**src/rtl/even_parity_generator_reg.sv**
```systemverilog
// Registered even/odd parity generator with per-lane parity, a running frame parity
// accumulator and a parity checker with a saturating error counter. One cycle of latency.
module even_parity_generator_reg #(
   parameter  int WIDTH  = 3,
   parameter  int LANE_W = WIDTH,
   parameter  int CNT_W  = 8,
   localparam int LANES  = WIDTH / LANE_W
) (
   input  logic             clk,
   input  logic             rst,
   // in_valid qualifies every input word; there is no ready, so each valid
   // word is accepted and its result appears exactly one cycle later.
   input  logic             in_valid,
   input  logic [WIDTH-1:0] in,
   input  logic             odd_sel,
   input  logic             frame_start,
   input  logic             chk_en,
   input  logic [LANES-1:0] chk_parity,
   input  logic             err_clr,
   output logic             out_valid,
   output logic [WIDTH-1:0] data_out,
   output logic             parity,
   output logic [LANES-1:0] lane_parity,
   output logic             frame_parity,
   output logic             chk_err,
   output logic [CNT_W-1:0] err_count
);

   logic             word_par;
   logic [LANES-1:0] lane_raw;
   logic [LANES-1:0] lane_next;
   logic             acc;
   logic             acc_next;
   logic             mismatch;
   logic             cnt_sat;

   always_comb begin
      word_par = ^in;
      lane_raw = '0;
      for (int k = 0; k < LANES; k++) begin
         lane_raw[k] = ^in[k*LANE_W +: LANE_W];
      end
      lane_next = lane_raw ^ {LANES{odd_sel}};
      // acc is kept in even sense so odd_sel can change per word.
      acc_next  = frame_start ? word_par : (acc ^ word_par);
      mismatch  = chk_en && (chk_parity != lane_next);
      cnt_sat   = &err_count;
   end

   always_ff @(posedge clk or posedge rst) begin
      if (rst) begin
         out_valid    <= 1'b0;
         data_out     <= '0;
         parity       <= 1'b0;
         lane_parity  <= '0;
         frame_parity <= 1'b0;
         acc          <= 1'b0;
         chk_err      <= 1'b0;
         err_count    <= '0;
      end else begin
         out_valid <= in_valid;
         if (in_valid) begin
            data_out     <= in;
            parity       <= word_par ^ odd_sel;
            lane_parity  <= lane_next;
            acc          <= acc_next;
            frame_parity <= acc_next ^ odd_sel;
         end
         // A clear wins over a same-cycle mismatch; that word's error is dropped.
         if (err_clr) begin
            chk_err   <= 1'b0;
            err_count <= '0;
         end else if (in_valid) begin
            chk_err <= mismatch;
            if (mismatch && !cnt_sat) begin
               err_count <= err_count + CNT_W'(1);
            end
         end
      end
   end

endmodule

```
**config.mk**
```make
export PLATFORM = sky130hd
export DESIGN_NAME = even_parity_generator_reg
export DESIGN_NICKNAME = d
export VERILOG_FILES = /design/src/rtl/even_parity_generator_reg.sv
export SDC_FILE = /design/constraint.sdc
export NUM_CORES = 1
export LEC_CHECK = 0
export ABC_AREA = 1
export BUFFER_PORTS_ARGS = -buffer_cell sky130_fd_sc_hd__buf_2
export CAP_MARGIN = 20
export CORE_MARGIN = 1.5
export CORE_UTILIZATION = 35
export CTS_BUF_LIST = sky130_fd_sc_hd__clkbuf_4 sky130_fd_sc_hd__clkbuf_8
export CTS_CLUSTER_DIAMETER = 60
export DETAILED_ROUTE_END_ITERATION = 12
export PLACE_DENSITY_LB_ADDON = 0.15
export REMOVE_ABC_BUFFERS = 1
export SYNTH_ARGS = -nofsm -noshare
export SYNTH_HDL_FRONTEND = slang
export SYNTH_SLANG_ARGS = --single-unit
```
**constraint.sdc**
```tcl
create_clock -name clk -period 2.11 [get_ports clk]
set_input_delay 0.5275 -clock clk [delete_from_list [all_inputs] [get_ports clk]]
set_output_delay 0.5275 -clock clk [all_outputs]
set_load 0.005 [all_outputs]
```
==> run summary, run 1 <==
outcome: completed
Final Hold Vio Count: 0
root buffer cell: clkbuf_4
Crit path arrival time: 1.77 ns
Post-CTS Hold Fix Bufs: 0
Min Clock Period, post-route: 1.59 ns
Final Worst Setup Slack: 0.523 ns
Layout area overhead: 20.2%
Area contributors post-synth: dfrtp_1 41%, nand2_1 7.8%, nand3_1 5.7%
number of global-route vias before repair: 738
worst reg2reg path depth: 7
Mapped Cells: 108
vias: 810
Tot Pwr: 0.667 mW
synthesis warning total: 0
period utilisation layout: 75.2%
Final Skew: 0.00285 ns
Clock Latency Late Sink: 0.29 ns
WP buf/inv: 0
Yosys top cell by area: dfrtp_1
HPWL Detailed: 1.44 mm
Max Cap Viol: 0
register area share after synthesis: 41.5%
#FFs+latches synth: 16
Final Setup Violations: 0
Core Box Area: 2540 µm²
TNS Setup: 0 ns
layout cells sized above 1: 34.6%
Row Count: 18
H-tree Lvls: 1
critical path's slowest cell: dfrtp_1
FF-to-FF End: err_count[4]
Fmax achieved: 630 MHz
leakage power: 0.669 nW
ant diodes: 0
CP endpoint kind: flop
I/O Pins: 27
Worst R2R Start: err_count[0]
Syn Area/Cell: 8.94 µm²
first-pass GRT wire length: 3.36 mm
Hold Crit Class: input pin to asynchronous set/reset pin
initial antenna violation count: 0
Pwr Density: 574 nW/µm²
PostCTS Resize Cnt: 0
Initial DRC Count: 11
Clock Pin Slew Worst Setup and Hold Paths: 0.10 ns
overall routing resource usage: 13.7%
port bufs: 26
Max stage delay on crit path: 0.43 ns
delay-heaviest family, CP: simple AND/OR/NAND/NOR gates
max-slew violations: 0
measured slew at the worst slew-check pin: 0.620 ns
drt drc: 0
initial core utilization: 38.0%
CTS Buffer Depth: 2
Post-Route WL: 1.95 mm
GP Congestion: 0.814
die width: 55.5 µm
CTS tree: yes
Critical Path Source Type: flop
cells along the critical path: ha_1 > nand3_2 > nor3_4 > a21oi_4 > nand4_2 > nand3_1 > nand2_1
Setup CP Type: flop to flop
fin util: 45.6%
wire per inst: 11.8 µm
Nets: 149
chip height: 55.5 µm
Setup WS pre-CTS: 0.368 ns
CTS Buf Count: 3
number of clock sinks: 16
reg2reg setup slack: 0.52 ns
unrepaired setup endpoints after global routing: no
dpl cell area: 1120 µm²
post-route ant nets: 0
Max transition margin: 58.6%
die area: 3080 µm²
post-CTS repair timing setup buffer count: 0
Synth Cell Area: 966 µm²
DRT Pass-1 Iters: 4
Crit path required time: 2.29 ns
Worst Path Max Fanout: 8
number of library cell types mapped by synthesis: 28
final instance area: 1160 µm²
Synth top area share: 41.5%
Max VDD drop: 0.000296 V
total grt overflow: 0
via/cell ratio: 4.88
largest net degree at the start of global routing: 19
-- Yosys cell counts, drive strengths merged --
cell type  count
a22oi          1
xnor2          1
clkbuf         1
o31ai          1
nor3           2
nor2           4
inv           14
dfrtp         16
ha             1
clkinv         1
a21oi          3
or2            1
xor2           5
buf            2
nand2         25
nand4          9
nand3         16
o21ai          5
-- cell usage in the layout, fill, tap and decap left out, types with 2 or more instances in the layout --
cell / count
o21ai_0: 5
xor2_1: 5
nand2_2: 3
nand2_4: 2
inv_1: 13
clkbuf_4: 3
nand3_2: 4
nand4_1: 8
dfrtp_1: 16
buf_2: 26
nor2_1: 3
a21oi_4: 2
nand2_1: 20
nand3_1: 11
-- power by group --
group / internal, mW / total (mW) / switching, mW
combinational: 0.0474 / 0.124 / 0.0763
clock: 0.105 / 0.207 / 0.102
sequential: 0.325 / 0.336 / 0.0107
total: 0.478 / 0.667 / 0.189
-- registers in the layout (all words and copies together) (netlist names) --
register	cells
data_out	3
err_count	8
chk_err	1
out_valid	1
lane_parity	1
acc	1
frame_parity	1
-- per-stage QoR --
step	hold WS (ns)	std cells
after floorplan	0.441	105
after global placement	0.465	162
after detailed placement	0.474	162
after CTS	0.312	166
after global routing	0.336	166
final	0.296	166
-- layer usage --
metal  wire length (µm)  GRT usage, %
met1                953          19.1
met5                  0             0
met4                 23          5.23
met2                889          20.4
met3                 85          3.28
-- cells by family after synthesis --
group                      after synthesis  synth area share, %
buffers and inverters                   18                 7.51
adders and majority gates                1                 1.30
xor gates and xnor gates                 6                 5.44
and+or+nand+nor                         57                 36.3
DFF                                     16                 41.5
AOI/OAI and AO/OA                       10                 8.03
-- cell type report --
cell class,instances,area [µm²]
clock buffer,4,36.3
inverter,15,56.3
multi-input combinational,74,493
sequential,16,400
tap,30,37.5
fill,279,1380
timing repair buffer,27,138
-- worst max path at each step --
stage                             from            to  cells after the start
after CTS                 err_count[0]  err_count[4]                      7
after floorplan           err_count[0]  err_count[0]                      7
after detailed placement         in[1]  err_count[4]                     11
after global routing      err_count[0]  err_count[1]                      7
final                     err_count[0]  err_count[4]                      7
after global placement           in[1]  err_count[0]                     11
No activity file was read; power rests on OpenSTA's default activity.
==> inputs of run 2 (changes only) <==
clock period = 1.55 ns   (was 2.11 ns; I/O delays follow)
==> run summary, run 2 (synthesis results as in run 1) <==
Setup CP Type: flop to flop
drt drc: 0 (unchanged)
leakage power: 0.701 nW (+4.7%)
total grt overflow: 0 (unchanged)
die area: 3080 µm² (unchanged)
initial antenna violation count: 0 (unchanged)
DRT Pass-1 Iters: 4 (unchanged)
measured slew at the worst slew-check pin: 0.237 ns (-0.383 ns)
number of global-route vias before repair: 825 (+12%)
number of clock sinks: 16 (unchanged)
Max VDD drop: 0.000352 V (+19%)
reg2reg setup slack: 0.11 ns (-0.41 ns)
Top Registers: err_count (8), data_out (3)
die width: 55.5 µm (unchanged)
vias: 837 (+3.3%)
Nets: 156 (+4.7%)
Crit path required time: 1.74 ns (-0.55 ns)
worst reg2reg path depth: 7 (unchanged)
Critical Path Source Type: flop
most frequent cells in the layout: 26 x buf_2, 20 x nand2_1, 16 x dfrtp_1
unrepaired setup endpoints after global routing: no
largest net degree at the start of global routing: 19 (unchanged)
Row Count: 18 (unchanged)
dpl cells: 169 (+4.3%)
Hold Crit Class: input pin to asynchronous set/reset pin
max reg flops: 8 (unchanged)
Worst R2R Start: err_count[0]
Fmax achieved: 696 MHz (+10%)
Min Clock Period, post-route: 1.44 ns (-0.150 ns)
I/O Pins: 27 (unchanged)
via/cell ratio: 4.84 (-0.85%)
Clock Latency Late Sink: 0.29 ns (about the same)
Worst Path Max Fanout: 8 (unchanged)
H-tree Lvls: 1 (unchanged)
Max Cap Viol: 0 (unchanged)
port bufs: 26 (unchanged)
sequential cell area: 400 µm² (unchanged)
overall routing resource usage: 14.5% (+0.82 points)
Crit path arrival time: 1.62 ns (-0.15 ns)
final cell count without fillers: 173 (+4.2%)
layout cells sized above 1: 37.8% (+3.2 points)
chip height: 55.5 µm (unchanged)
first-pass GRT wire length: 3.69 mm (+9.9%)
Max transition margin: 84.1% (+26 points)
Top reg by flops: err_count
most common cell after layout, fill and taps aside: buf_2
CTS Buf Count: 3 (unchanged)
initial core utilization: 38.0% (unchanged)
fillers: 251 (-10%)
max-slew violations: 0 (unchanged)
outcome: completed
Layout area overhead: 26.6%
Initial DRC Count: 16 (+5)
GP Congestion: 0.816 (+0.31%)
Clock Pin Slew Worst Setup and Hold Paths: 0.10 ns (about the same)
Final Skew: 0.00512 ns (+0.00227 ns)
Final Hold Vio Count: 0 (unchanged)
Multi-input gate area: 502 µm² (+1.8%)
Pwr Density: 760 nW/µm² (+32%)
CTS tree: yes
period utilisation layout: 92.7% (+18 points)
wire per inst: 11.7 µm (-0.31%)
Core Box Area: 2540 µm² (unchanged)
CTS Buffer Depth: 2 (unchanged)
FF-to-FF End: err_count[0]
post-CTS repair timing setup buffer count: 0 (unchanged)
Post-Route WL: 2.03 mm (+3.9%)
CP endpoint kind: flop
HPWL Detailed: 1.50 mm (+4.7%)
ant diodes: 0 (unchanged)
root buffer cell: clkbuf_4
post-route ant nets: 0 (unchanged)
Final Setup Violations: 0 (unchanged)
Tot Pwr: 0.929 mW (+39%)
[run 2: power breakdown]
part	leakage (nW)	internal, mW	switching, mW
logic	0.471	0.0772	0.111
clock network	0.0210	0.143	0.141
registers	0.209	0.443	0.0134
[run 2: routing by layer]
layer / global-route usage, % / vias to the layer above / part of all wire (%)
met5: 0 / - / 0
met2: 22.3 / 14 / 44
met1: 21.0 / 392 / 51
met3: 2.34 / 2 / 3.8
met4: 4.18 / 0 / 0.59
li1: - / 429 / -
[run 2: worst max-delay path, cell delays in order (launching register included)]
cell and delay, ns:
dfrtp_1 0.40, ha_1 0.23, nand3_2 0.13, nor3_4 0.06
a21oi_4 0.16, nand4_4 0.17, nand3_1 0.11, nand2_1 0.06
[run 2: per-stage QoR]
| stage | setup slack [ns] | setup TNS, ns | hold WS, ns | util (%) | area (µm²) |
|---|---|---|---|---|---|
| after floorplan | 0.0510 | 0 | 0.301 | - | 950 |
| final | 0.113 | 0 | 0.0900 | 48.0 | 1220 |
| after CTS | 0.0141 | 0 | 0.0871 | 47.7 | 1210 |
| after global placement | -0.00174 | -0.00343 | 0.408 | 46.3 | 1180 |
| after global routing | 0.00929 | 0 | 0.108 | 48.0 | 1220 |
| after detailed placement | -0.0304 | -0.199 | 0.415 | 46.3 | 1180 |
[run 2: final cells by class]
| type | instances | area share, % |
|---|---|---|
| multi-input combinational | 74 | 41.0 |
| sequential | 16 | 32.8 |
| timing repair buffer | 34 | 15.6 |
| inverter | 15 | 4.61 |
| tap | 30 | 3.07 |
| clock buffer | 4 | 2.97 |
[run 2: worst max-delay path by stage]
stage	start	endpoint	slack, ns	cells past startpoint
after floorplan	err_count[0]	err_count[0]	0.05	7
after global placement	in[1]	err_count[0]	-0.002	11
after detailed placement	in[1]	err_count[4]	-0.03	9
after CTS	err_count[0]	err_count[4]	0.01	7
after global routing	err_count[1]	err_count[5]	0.009	7
final	err_count[0]	err_count[0]	0.11	7
[run 2: what timing repair did]
item | CTS | global route
hold buffers | 0 | 0
setup endpoints to repair | 0 | 8
resized for setup | 0 | 1
